$ cat src/rtl/viterbi_k3_pkg.sv
// Shared constants and trellis helpers for the K=3 (7,5) hard-decision Viterbi decoder.
package viterbi_k3_pkg;

  localparam int NUM_STATES = 4;
  localparam int INIT_PM    = 8;

  // State is {u(n-1), u(n-2)}; output is {u^s1^s0, u^s0}.
  function automatic logic [1:0] branch_out(input logic [1:0] state, input logic u);
    return {u ^ state[1] ^ state[0], u ^ state[0]};
  endfunction

  // The two predecessors of a next state share s1 = next_state[0] and differ in s0.
  function automatic logic [1:0] pred_state(input logic [1:0] next_state, input logic s0);
    return {next_state[0], s0};
  endfunction

  function automatic logic [1:0] hamming2(input logic [1:0] a, input logic [1:0] b);
    logic [1:0] x;
    x = a ^ b;
    return {1'b0, x[1]} + {1'b0, x[0]};
  endfunction

endpackage

$ cat src/rtl/viterbi_acs_k3.sv
// Add-compare-select for one trellis state: saturating PM+BM, tie goes to the s0=0 predecessor,
// register-exchange survivor update with the state's input bit appended as LSB.
module viterbi_acs_k3 #(
  parameter int PM_W     = 6,
  parameter int TB_DEPTH = 15
) (
  input  logic [PM_W-1:0]     pm0,
  input  logic [PM_W-1:0]     pm1,
  input  logic [1:0]          bm0,
  input  logic [1:0]          bm1,
  input  logic [TB_DEPTH-1:0] surv0,
  input  logic [TB_DEPTH-1:0] surv1,
  input  logic                u,
  output logic [PM_W-1:0]     pm_sel,
  output logic                dec,
  output logic [TB_DEPTH-1:0] surv_out
);
  import viterbi_k3_pkg::*;

  localparam logic [PM_W:0] PM_MAX = {1'b0, {PM_W{1'b1}}};

  logic [PM_W:0]     sum0, sum1;
  logic [PM_W-1:0]   cand0, cand1;
  logic [TB_DEPTH-1:0] surv_sel;

  assign sum0  = {1'b0, pm0} + {{(PM_W-1){1'b0}}, bm0};
  assign sum1  = {1'b0, pm1} + {{(PM_W-1){1'b0}}, bm1};
  assign cand0 = (sum0 > PM_MAX) ? '1 : sum0[PM_W-1:0];
  assign cand1 = (sum1 > PM_MAX) ? '1 : sum1[PM_W-1:0];

  assign dec      = (cand1 < cand0);
  assign pm_sel   = dec ? cand1 : cand0;
  assign surv_sel = dec ? surv1 : surv0;
  assign surv_out = {surv_sel[TB_DEPTH-2:0], u};

endmodule

$ cat src/rtl/viterbi_decoder_k3.sv
// K=3 rate-1/2 hard-decision Viterbi decoder, register-exchange survivors, TB_DEPTH symbols latency.
// Optional VITERBI_ERRCNT_EN adds err_cnt, the accumulated best-path Hamming distance.
module viterbi_decoder_k3 #(
  parameter int TB_DEPTH = 15,
  parameter int PM_W     = 6
) (
  input  logic        clk,
  input  logic        rst,
  input  logic        start,
  input  logic [1:0]  sym_in,
  input  logic        sym_valid,
  output logic        bit_out,
  output logic        bit_valid
`ifdef VITERBI_ERRCNT_EN
  ,
  output logic [15:0] err_cnt
`endif
);
  import viterbi_k3_pkg::*;

  localparam int FILL_W = $clog2(TB_DEPTH + 1);
  localparam logic [FILL_W-1:0] FILL_MAX = FILL_W'(TB_DEPTH);
  localparam logic [FILL_W-1:0] EMIT_AT  = FILL_W'(TB_DEPTH - 1);
  localparam logic [PM_W-1:0]   PM_INIT  = PM_W'(INIT_PM);

  logic [PM_W-1:0]       pm        [NUM_STATES];
  logic [TB_DEPTH-1:0]   surv      [NUM_STATES];
  logic [FILL_W-1:0]     fill;
  logic [PM_W-1:0]       pm_base   [NUM_STATES];
  logic [TB_DEPTH-1:0]   surv_base [NUM_STATES];
  logic [PM_W-1:0]       cand      [NUM_STATES];
  logic [TB_DEPTH-1:0]   surv_next [NUM_STATES];
  logic [NUM_STATES-1:0] dec_unused;
  logic [FILL_W-1:0]     fill_base;
  logic [PM_W-1:0]       min_pm;
  logic [1:0]            best;
  logic                  emit;

  // start re-initialises combinationally so a symbol on the same cycle uses fresh metrics.
  always_comb begin
    for (int s = 0; s < NUM_STATES; s++) begin
      pm_base[s]   = start ? ((s == 0) ? '0 : PM_INIT) : pm[s];
      surv_base[s] = start ? '0 : surv[s];
    end
    fill_base = start ? '0 : fill;
  end

  for (genvar ns = 0; ns < NUM_STATES; ns++) begin : g_acs
    localparam logic [1:0] NS = 2'(ns);
    localparam logic [1:0] P0 = pred_state(NS, 1'b0);
    localparam logic [1:0] P1 = pred_state(NS, 1'b1);

    logic [1:0] bm0, bm1;
    assign bm0 = hamming2(sym_in, branch_out(P0, NS[1]));
    assign bm1 = hamming2(sym_in, branch_out(P1, NS[1]));

    viterbi_acs_k3 #(
      .PM_W     (PM_W),
      .TB_DEPTH (TB_DEPTH)
    ) u_acs (
      .pm0      (pm_base[P0]),
      .pm1      (pm_base[P1]),
      .bm0      (bm0),
      .bm1      (bm1),
      .surv0    (surv_base[P0]),
      .surv1    (surv_base[P1]),
      .u        (NS[1]),
      .pm_sel   (cand[ns]),
      .dec      (dec_unused[ns]),
      .surv_out (surv_next[ns])
    );
  end

  // Strict less-than keeps the lowest state index on ties.
  always_comb begin
    min_pm = cand[0];
    best   = 2'd0;
    for (int s = 1; s < NUM_STATES; s++) begin
      if (cand[s] < min_pm) begin
        min_pm = cand[s];
        best   = 2'(s);
      end
    end
  end

  assign emit = sym_valid && (fill_base >= EMIT_AT);

  always_ff @(posedge clk or negedge rst) begin
    if (!rst) begin
      for (int s = 0; s < NUM_STATES; s++) begin
        pm[s]   <= (s == 0) ? '0 : PM_INIT;
        surv[s] <= '0;
      end
      fill      <= '0;
      bit_out   <= 1'b0;
      bit_valid <= 1'b0;
    end else if (sym_valid) begin
      for (int s = 0; s < NUM_STATES; s++) begin
        pm[s]   <= cand[s] - min_pm;
        surv[s] <= surv_next[s];
      end
      fill      <= (fill_base < FILL_MAX) ? fill_base + 1'b1 : fill_base;
      bit_valid <= emit;
      if (emit) begin
        bit_out <= surv_next[best][TB_DEPTH-1];
      end else if (start) begin
        bit_out <= 1'b0;
      end
    end else if (start) begin
      for (int s = 0; s < NUM_STATES; s++) begin
        pm[s]   <= pm_base[s];
        surv[s] <= '0;
      end
      fill      <= '0;
      bit_out   <= 1'b0;
      bit_valid <= 1'b0;
    end else begin
      bit_valid <= 1'b0;
    end
  end

`ifdef VITERBI_ERRCNT_EN
  logic [16:0] err_sum;
  assign err_sum = {1'b0, (start ? 16'h0000 : err_cnt)} + 17'(min_pm);

  always_ff @(posedge clk or negedge rst) begin
    if (!rst) begin
      err_cnt <= '0;
    end else if (sym_valid) begin
      err_cnt <= err_sum[16] ? 16'hFFFF : err_sum[15:0];
    end else if (start) begin
      err_cnt <= '0;
    end
  end
`endif

endmodule

$ cat config.mk
export PLATFORM = sky130hd
export DESIGN_NAME = viterbi_decoder_k3
export DESIGN_NICKNAME = d
export VERILOG_FILES = /design/src/rtl/viterbi_k3_pkg.sv /design/src/rtl/viterbi_acs_k3.sv /design/src/rtl/viterbi_decoder_k3.sv
export SDC_FILE = /design/constraint.sdc
export NUM_CORES = 1
export LEC_CHECK = 0
export ABC_CLOCK_PERIOD_IN_PS = 13600
export BUFFER_PORTS_ARGS = -buffer_cell sky130_fd_sc_hd__buf_4
export CAP_MARGIN = 20
export CORE_MARGIN = 2
export CORE_UTILIZATION = 45
export DETAILED_ROUTE_END_ITERATION = 10
export PLACE_DENSITY_LB_ADDON = 0.05
export SYNTH_ARGS = -nofsm -noshare
export SYNTH_HDL_FRONTEND = slang
export SYNTH_SLANG_ARGS = --single-unit
$ cat constraint.sdc
create_clock -name clk -period 13.6 [get_ports clk]
set_input_delay 0.68 -clock clk [delete_from_list [all_inputs] [get_ports clk]]
set_output_delay 0.68 -clock clk [all_outputs]
set_load 0.02 [all_outputs]
---- Word level (Yosys, flattened, before mapping) ----
Cells that the tools add are included.
storage, ports and cells
  output and inout bits ................... 2
  word-level logic and storage cells ...... 96
  bits in registers ....................... 86
  input bits .............................. 6
operators by class
  add/sub/neg operators ................... 17
  $lt $le $gt $ge ......................... 18
  bitwise logic cells ..................... 4
  muxes and demuxes ....................... 44
  reduce and logical (&&, ||, !) cells .... 2
operators by type and width
  operator                                                  number
  two-way mux 59 bit                                        2
  two-way mux 6 bit                                         19
  two-way mux 14 bit                                        8
  adder 6 x 2 -> 7 bit                                      8
  > comparator 7 x 6 -> 1 bit, second input constant        8
  two-way mux 24 bit                                        2
  less-than comparator 6 bit                                7
  binary-select mux 15 bit (select 2 bit)                   1
  two-way mux 15 bit                                        2
  subtractor 6 bit                                          4
  two-way mux 4 bit                                         3
  adder 1 x 1 -> 2 bit                                      4
  two-way mux 1 bit                                         5
  adder 4 x 1 -> 4 bit, second input constant               1
  greater-or-equal comparator 4 bit, second input constant  1
  less-than comparator 4 bit, second input constant         1
  two-way mux 2 bit                                         2
  greater-or-equal comparator 3 bit, second input constant  1
  inverter 2 -> 3 bit                                       1
  inverter 1 bit                                            2
  inverter 2 bit                                            1
  nonzero test 2 bit                                        1
  logical AND 1 bit                                         1

---- Longest topological paths before layout ----
  word-level depth ........................ 19
  mapped depth ............................ 58
  gate-level depth less buffers ........... 50

---- By module ----
From an unflattened synthesis, not the netlist that was laid out.
second synthesis, totals
  cells, all modules ...................... 883
  area, all modules ....................... 8662.1 um^2
by module, submodules not included
  module              area each (um^2)  times used  seq. area each (um^2)  cells each
  viterbi_decoder_k3  5634.2            1           2255.9                 543
  viterbi_acs_k3      757.0             4           0.0                    85

---- Least setup slack after synthesis ----
No wires, ideal clock.
  kind .................................... input-to-reg
  start ................................... in start
  end ..................................... reg pm[5] (netlist name)
  arrival ................................. 10874 ps
  required time ........................... 13463 ps
  buffers on the path ..................... 10
  cell stages on the path ................. 55
  slack ................................... 2589 ps
  library setup time ...................... 137 ps
  cells stage by stage .................... clkbuf_1 -> clkbuf_1 -> clkbuf_1 -> clkbuf_1 -> clkbuf_1 -> nor2b_1 -> ha_1 -> ha_1 -> a21oi_1 -> nor4_1 -> nor2_1 -> ha_1 -> o41a_1 -> a2111oi_4 -> a22oi_2 -> buf_2 -> nand2_1 -> o21a_1 -> (+19 left out) -> inv_1 -> ha_1 -> inv_1 -> nor2_1 -> nor2_1 -> o2111ai_2 -> o221ai_2 -> o31ai_4 -> buf_6 -> clkbuf_1 -> o21ai_0 -> ha_1 -> o221ai_1 -> o211ai_1 -> o21ai_0 -> a221oi_1 -> xor2_1 -> a21oi_1
on the way
  word-level cells in the longest chain between the ends .. 14
  elaborated cells between the ends (all ways) .. 46
  classes of those cells .................. add/sub (9); order compare (15); mux (21); reduce/logical (1)
RTL lines
  what                                                   line                                        text
  start, declared                                        viterbi_decoder_k3.sv:9                     input logic start,
  two-way mux 6 bit                                      viterbi_decoder_k3.sv:42                    pm_base[s] = start ? ((s == 0) ? '0 : PM_INIT) : pm[s];
  adder 6 x 2 -> 7 bit, on equally long branches         viterbi_acs_k3.sv:27, viterbi_acs_k3.sv:26
  > comparator 7 x 6 -> 1 bit, on equally long branches  viterbi_acs_k3.sv:29, viterbi_acs_k3.sv:28
  two-way mux 6 bit, on equally long branches            viterbi_acs_k3.sv:29, viterbi_acs_k3.sv:28
  less-than comparator 6 bit                             viterbi_acs_k3.sv:31                        assign dec = (cand1 < cand0);
  two-way mux 6 bit                                      viterbi_acs_k3.sv:32                        assign pm_sel = dec ? cand1 : cand0;
  less-than comparator 6 bit                             viterbi_decoder_k3.sv:79                    if (cand[s] < min_pm) begin
  two-way mux 6 bit                                      viterbi_decoder_k3.sv:79
  less-than comparator 6 bit                             viterbi_decoder_k3.sv:79
  two-way mux 6 bit                                      viterbi_decoder_k3.sv:79
  less-than comparator 6 bit                             viterbi_decoder_k3.sv:79
  two-way mux 6 bit                                      viterbi_decoder_k3.sv:79
  subtractor 6 bit                                       viterbi_decoder_k3.sv:99                    pm[s] <= cand[s] - min_pm;
  two-way mux 24 bit                                     viterbi_decoder_k3.sv:97                    end else if (sym_valid) begin
  end signal, assigned by index                          viterbi_decoder_k3.sv:91                    pm[s] <= (s == 0) ? '0 : PM_INIT;
  end signal, assigned by index                          viterbi_decoder_k3.sv:99
  end signal, assigned by index                          viterbi_decoder_k3.sv:111                   pm[s] <= pm_base[s];
  end, declared                                          viterbi_decoder_k3.sv:26                    logic [PM_W-1:0] pm [NUM_STATES];
Several ways; a longest one is shown, not always the timed one. The select of a mux whose other input is x is not followed.
A chain may end at the register's enable or synchronous reset.

---- Final worst setup path ----
Same ends and word-level chain as after synthesis.

==> run summary <==
The endpoint identified for the worst register-to-register timing path is pm[5]. The cell that appears most often on the critical path is nor2_1. In this run the horizontal extent of the chip is 136 um.

The post-CTS resize count came out at 0. Setup repair after global routing left no endpoint under its margin. The setup TNS came out at 0 ns. Among all stages on the critical path, the largest delay is contributed by o22a_1. The total number of vias is ~6900. The number of clock sinks seen by CTS came out at 80. The final count of pins violating max slew is 0. Across all register-to-register paths, the minimum setup slack is 1.85 ns. The post-synthesis cell area is 0.00783 mm2.

In this run the remaining antenna-violating nets after routing total 0. The filler cells instantiated in the layout total 1715. Yosys printed 0 warnings. The starting density of the core came out at 45.6%. The H-tree was split into 3 levels. Counting flops with a built-in enable in the synthesized netlist gives 0. The count of unresolved DRC violations after routing is 0. The worst register-to-register path begins at pm[7].

The clock root buffer master is clkbuf_16. The area added between synthesis and finish came out at 5.78%. The number of violations reported at the end of detailed-routing iteration 0 is 384. The largest driver fanout on the critical path came out at 39. The final setup skew is 0.00684 ns. The highest clock rate is 83.7 MHz. TritonCTS built the clock tree. The worst setup path is launched from an input port. In this run the tool buffered the top-level ports with 7 buffer cells. The floorplan has 48 rows. Summed over all layers, the global routing overflow is 0. The die is 136 um tall. The total global routing track utilization came out at 24.7%. The floorplan step defined a die boundary enclosing 0.0185 mm2. The flow ran to the end, and the final reports show no timing, DRC or antenna violations. The number of antenna diodes in the final layout is 0. After legalization and detailed placement, the total HPWL measured 16.6 mm. STA puts the critical path data required time at between 10 and 15 ns.

Dividing the detail-routed wire length by the instance count gives 19.2 um. The average vias per placed instance is 6.03. The last weighted congestion value of the routability-driven placer came out at 0.946. For this run, asynchronously set or reset flops after synthesis account for 100%. The worst setup path category is input port to flip-flop. The tool flagged a number of max-cap violations equal to 0.

The via count of the first global-routing pass is 6591. The worst max-slew margin expressed relative to the limit came out at 29.3%. The number of antenna violations at the first check in global routing was 0. The number of hold buffers added after CTS was 0. The count of cells along the worst register-to-register path came out at 46. The synthesized instance count came out at 946. After synthesis, flip-flops and latches occupy between 20% and 30% of the total area. The insertion delay to the later sink of the worst-skew pair came out at 0.35 ns. The number of nets handed over by synthesis was 1005. The maximum count of clock buffers along a single path came out at 2. The post-CTS setup buffer count came out at 0. The number of unique standard cell types used by synthesis is 90. At the pin with the least slew margin, the transition time is 1.06 ns.

The synthesized flop and latch total came out at 80. The floorplan core area is 0.0172 mm2. The path category of the worst min-delay check is input port to asynchronous set/reset pin.

The final critical-path required period came out at about 12 ns. The arrival time of the worst setup path is 12.17 ns. In this run, CTS created clock tree buffers numbering 9. The average size of a mapped cell is 8.28 um2. The final setup violation count came out at 0. The largest incremental delay on the critical path came out at 0.90 ns. The clock-pin slew reported for the worst setup and hold paths after clock tree synthesis is 0.07 ns.

Entering global routing, the biggest net connects 101 pins. The nature of the critical path endpoint is a flip-flop. In the final layout, the share of cells above drive strength 1 is around a tenth.

The final hold violation count came to 0. The global-route wire length before repair is roughly 36 mm. The length of the first detailed-routing pass in iterations is 6. The number of I/O pins is 8. For this run, the post-layout net count is 980. The share of the cycle needed by the critical path after routing is ~88%. The primary flip-flop cell chosen by synthesis mapping is dfrtp_1.

For this block, the routed nets add up to 22.1 mm of wire.
-- Yosys cell counts (3+ instances only) --
master | instances | share of area [%]
nor2_1 | 141 | 6.8
o221ai_1 | 6 | 0.67
nor4_1 | 5 | 0.40
inv_1 | 37 | 1.8
a21o_1 | 11 | 1.1
buf_1 | 3 | 0.14
a21boi_0 | 3 | 0.29
o211ai_1 | 13 | 1.2
xnor2_1 | 25 | 2.8
or3_1 | 7 | 0.56
maj3_2 | 3 | 0.43
nor2b_1 | 19 | 1.5
and3_1 | 8 | 0.64
nand3_1 | 11 | 0.70
maj3_1 | 14 | 1.8
or2_2 | 7 | 0.56
or4_1 | 3 | 0.29
xor2_1 | 18 | 2.0
nand2_1 | 63 | 3.0
nor3_1 | 19 | 1.2
a21oi_1 | 67 | 4.3
clkbuf_1 | 37 | 1.8
nand4_1 | 8 | 0.64
o21a_1 | 13 | 1.2
mux2i_1 | 59 | 7.5
o21ai_1 | 6 | 0.38
dfstp_2 | 3 | 1.0
buf_2 | 6 | 0.38
nand3b_1 | 4 | 0.38
buf_6 | 3 | 0.43
ha_1 | 53 | 8.5
a211oi_1 | 47 | 4.5
o21ai_0 | 27 | 1.7
and2_1 | 10 | 0.80
dfrtp_1 | 77 | 25
o31a_1 | 3 | 0.34
nand2b_1 | 8 | 0.64
a31oi_1 | 14 | 1.1
mux2i_2 | 3 | 0.53
mux2_2 | 10 | 1.4
o31ai_1 | 5 | 0.48
-- worst max path at each step --
| stage | from | slack (ns) | endpoint | depth (start not counted) |
|---|---|---|---|---|
| after global routing | start | 0.58 | pm[5] | 47 |
| final | start | 1.65 | pm[5] | 47 |
| after detailed placement | start | 1.44 | pm[5] | 45 |
| after CTS | start | 1.79 | pm[5] | 45 |
| after floorplan | start | 2.59 | pm[5] | 55 |
| after global placement | start | 1.78 | pm[5] | 47 |
-- layout make-up --
| type | count | area [um2] | area share [%] |
|---|---|---|---|
| Clock buffer | 10 | 229 | 2.76 |
| Sequential cell | 80 | 2010 | 24.2 |
| Inverter | 39 | 146 | 1.77 |
| Timing Repair Buffer | 15 | 113 | 1.36 |
| Multi-Input combinational cell | 776 | 5460 | 66.0 |
| Tap cell | 225 | 282 | 3.40 |
| Clock inverter | 6 | 45.0 | 0.544 |
-- metal layers --
metal | global-route usage (%) | wire length (um) | vias to the layer above
met5 | 0 | 0 | -
met4 | 7.41 | 516 | 0
met3 | 3.77 | 900 | 32
met2 | 40.7 | 10300 | 146
met1 | 33.5 | 10400 | 3361
li1 | - | - | 3399
-- worst max-delay path: cells and delay by family --
| family | cells | cell delay [ns] |
|---|---|---|
| AOI/OAI and AO/OA | 23 | 6.18 |
| muxes | 1 | 0.41 |
| and+or+nand+nor | 12 | 2.39 |
| buffers and inverters | 3 | 0.41 |
| adders and majority gates | 6 | 1.66 |
| xor gates and xnor gates | 2 | 0.40 |
-- state kept, by name (all words and copies together), names as in the netlist --
register,count
bit_out,1
surv,50
bit_valid,1
pm,24
fill,4
-- layout by cell type, fill, tap and decap left out, types with 9 or more instances in the layout --
| cell | count |
|---|---|
| nor2_1 | 141 |
| dfrtp_1 | 77 |
| a21oi_1 | 67 |
| nand2_1 | 63 |
| mux2i_1 | 59 |
| ha_1 | 53 |
| a211oi_1 | 47 |
| inv_1 | 37 |
| o21ai_0 | 27 |
| xnor2_1 | 25 |
| nor2b_1 | 19 |
| nor3_1 | 19 |
| xor2_1 | 18 |
| buf_4 | 15 |
| a31oi_1 | 14 |
| maj3_1 | 14 |
| o21a_1 | 13 |
| o211ai_1 | 13 |
| a21o_1 | 11 |
| nand3_1 | 11 |
| mux2_2 | 10 |
| and2_1 | 10 |
| clkbuf_16 | 9 |
-- logic make-up (layout without fill, tap and decap cells) --
family          count (synthesis)  after routing  synth area share, %
xor+xnor                       44             44                 5.02
mux                            75             75                 10.0
flops                          80             80                 25.6
simple gates                  324            324                 19.4
fa+ha+maj                      70             70                 10.7
buf+inv                        90             70                 4.79
compound gates                263            263                 24.4
-- metrics by stage --
step / setup WS (ns) / area (um2) / util, % / hold WS [ns] / instances
final: 1.65 / 8280 / 48.2 / 0.194 / 1151
after global routing: 0.580 / 8280 / 48.2 / 0.208 / 1151
after CTS: 1.79 / 8280 / 48.2 / 0.198 / 1151
after detailed placement: 1.44 / 8010 / 46.6 / 0.477 / 1135
after global placement: 1.78 / 8010 / 46.6 / 0.475 / 1135
after floorplan: 2.59 / 7830 / - / 0.384 / 946
Power is left out: the tool's default activity adds up to more than one toggle a clock period on the data nets, which glitch-free logic cannot reach.
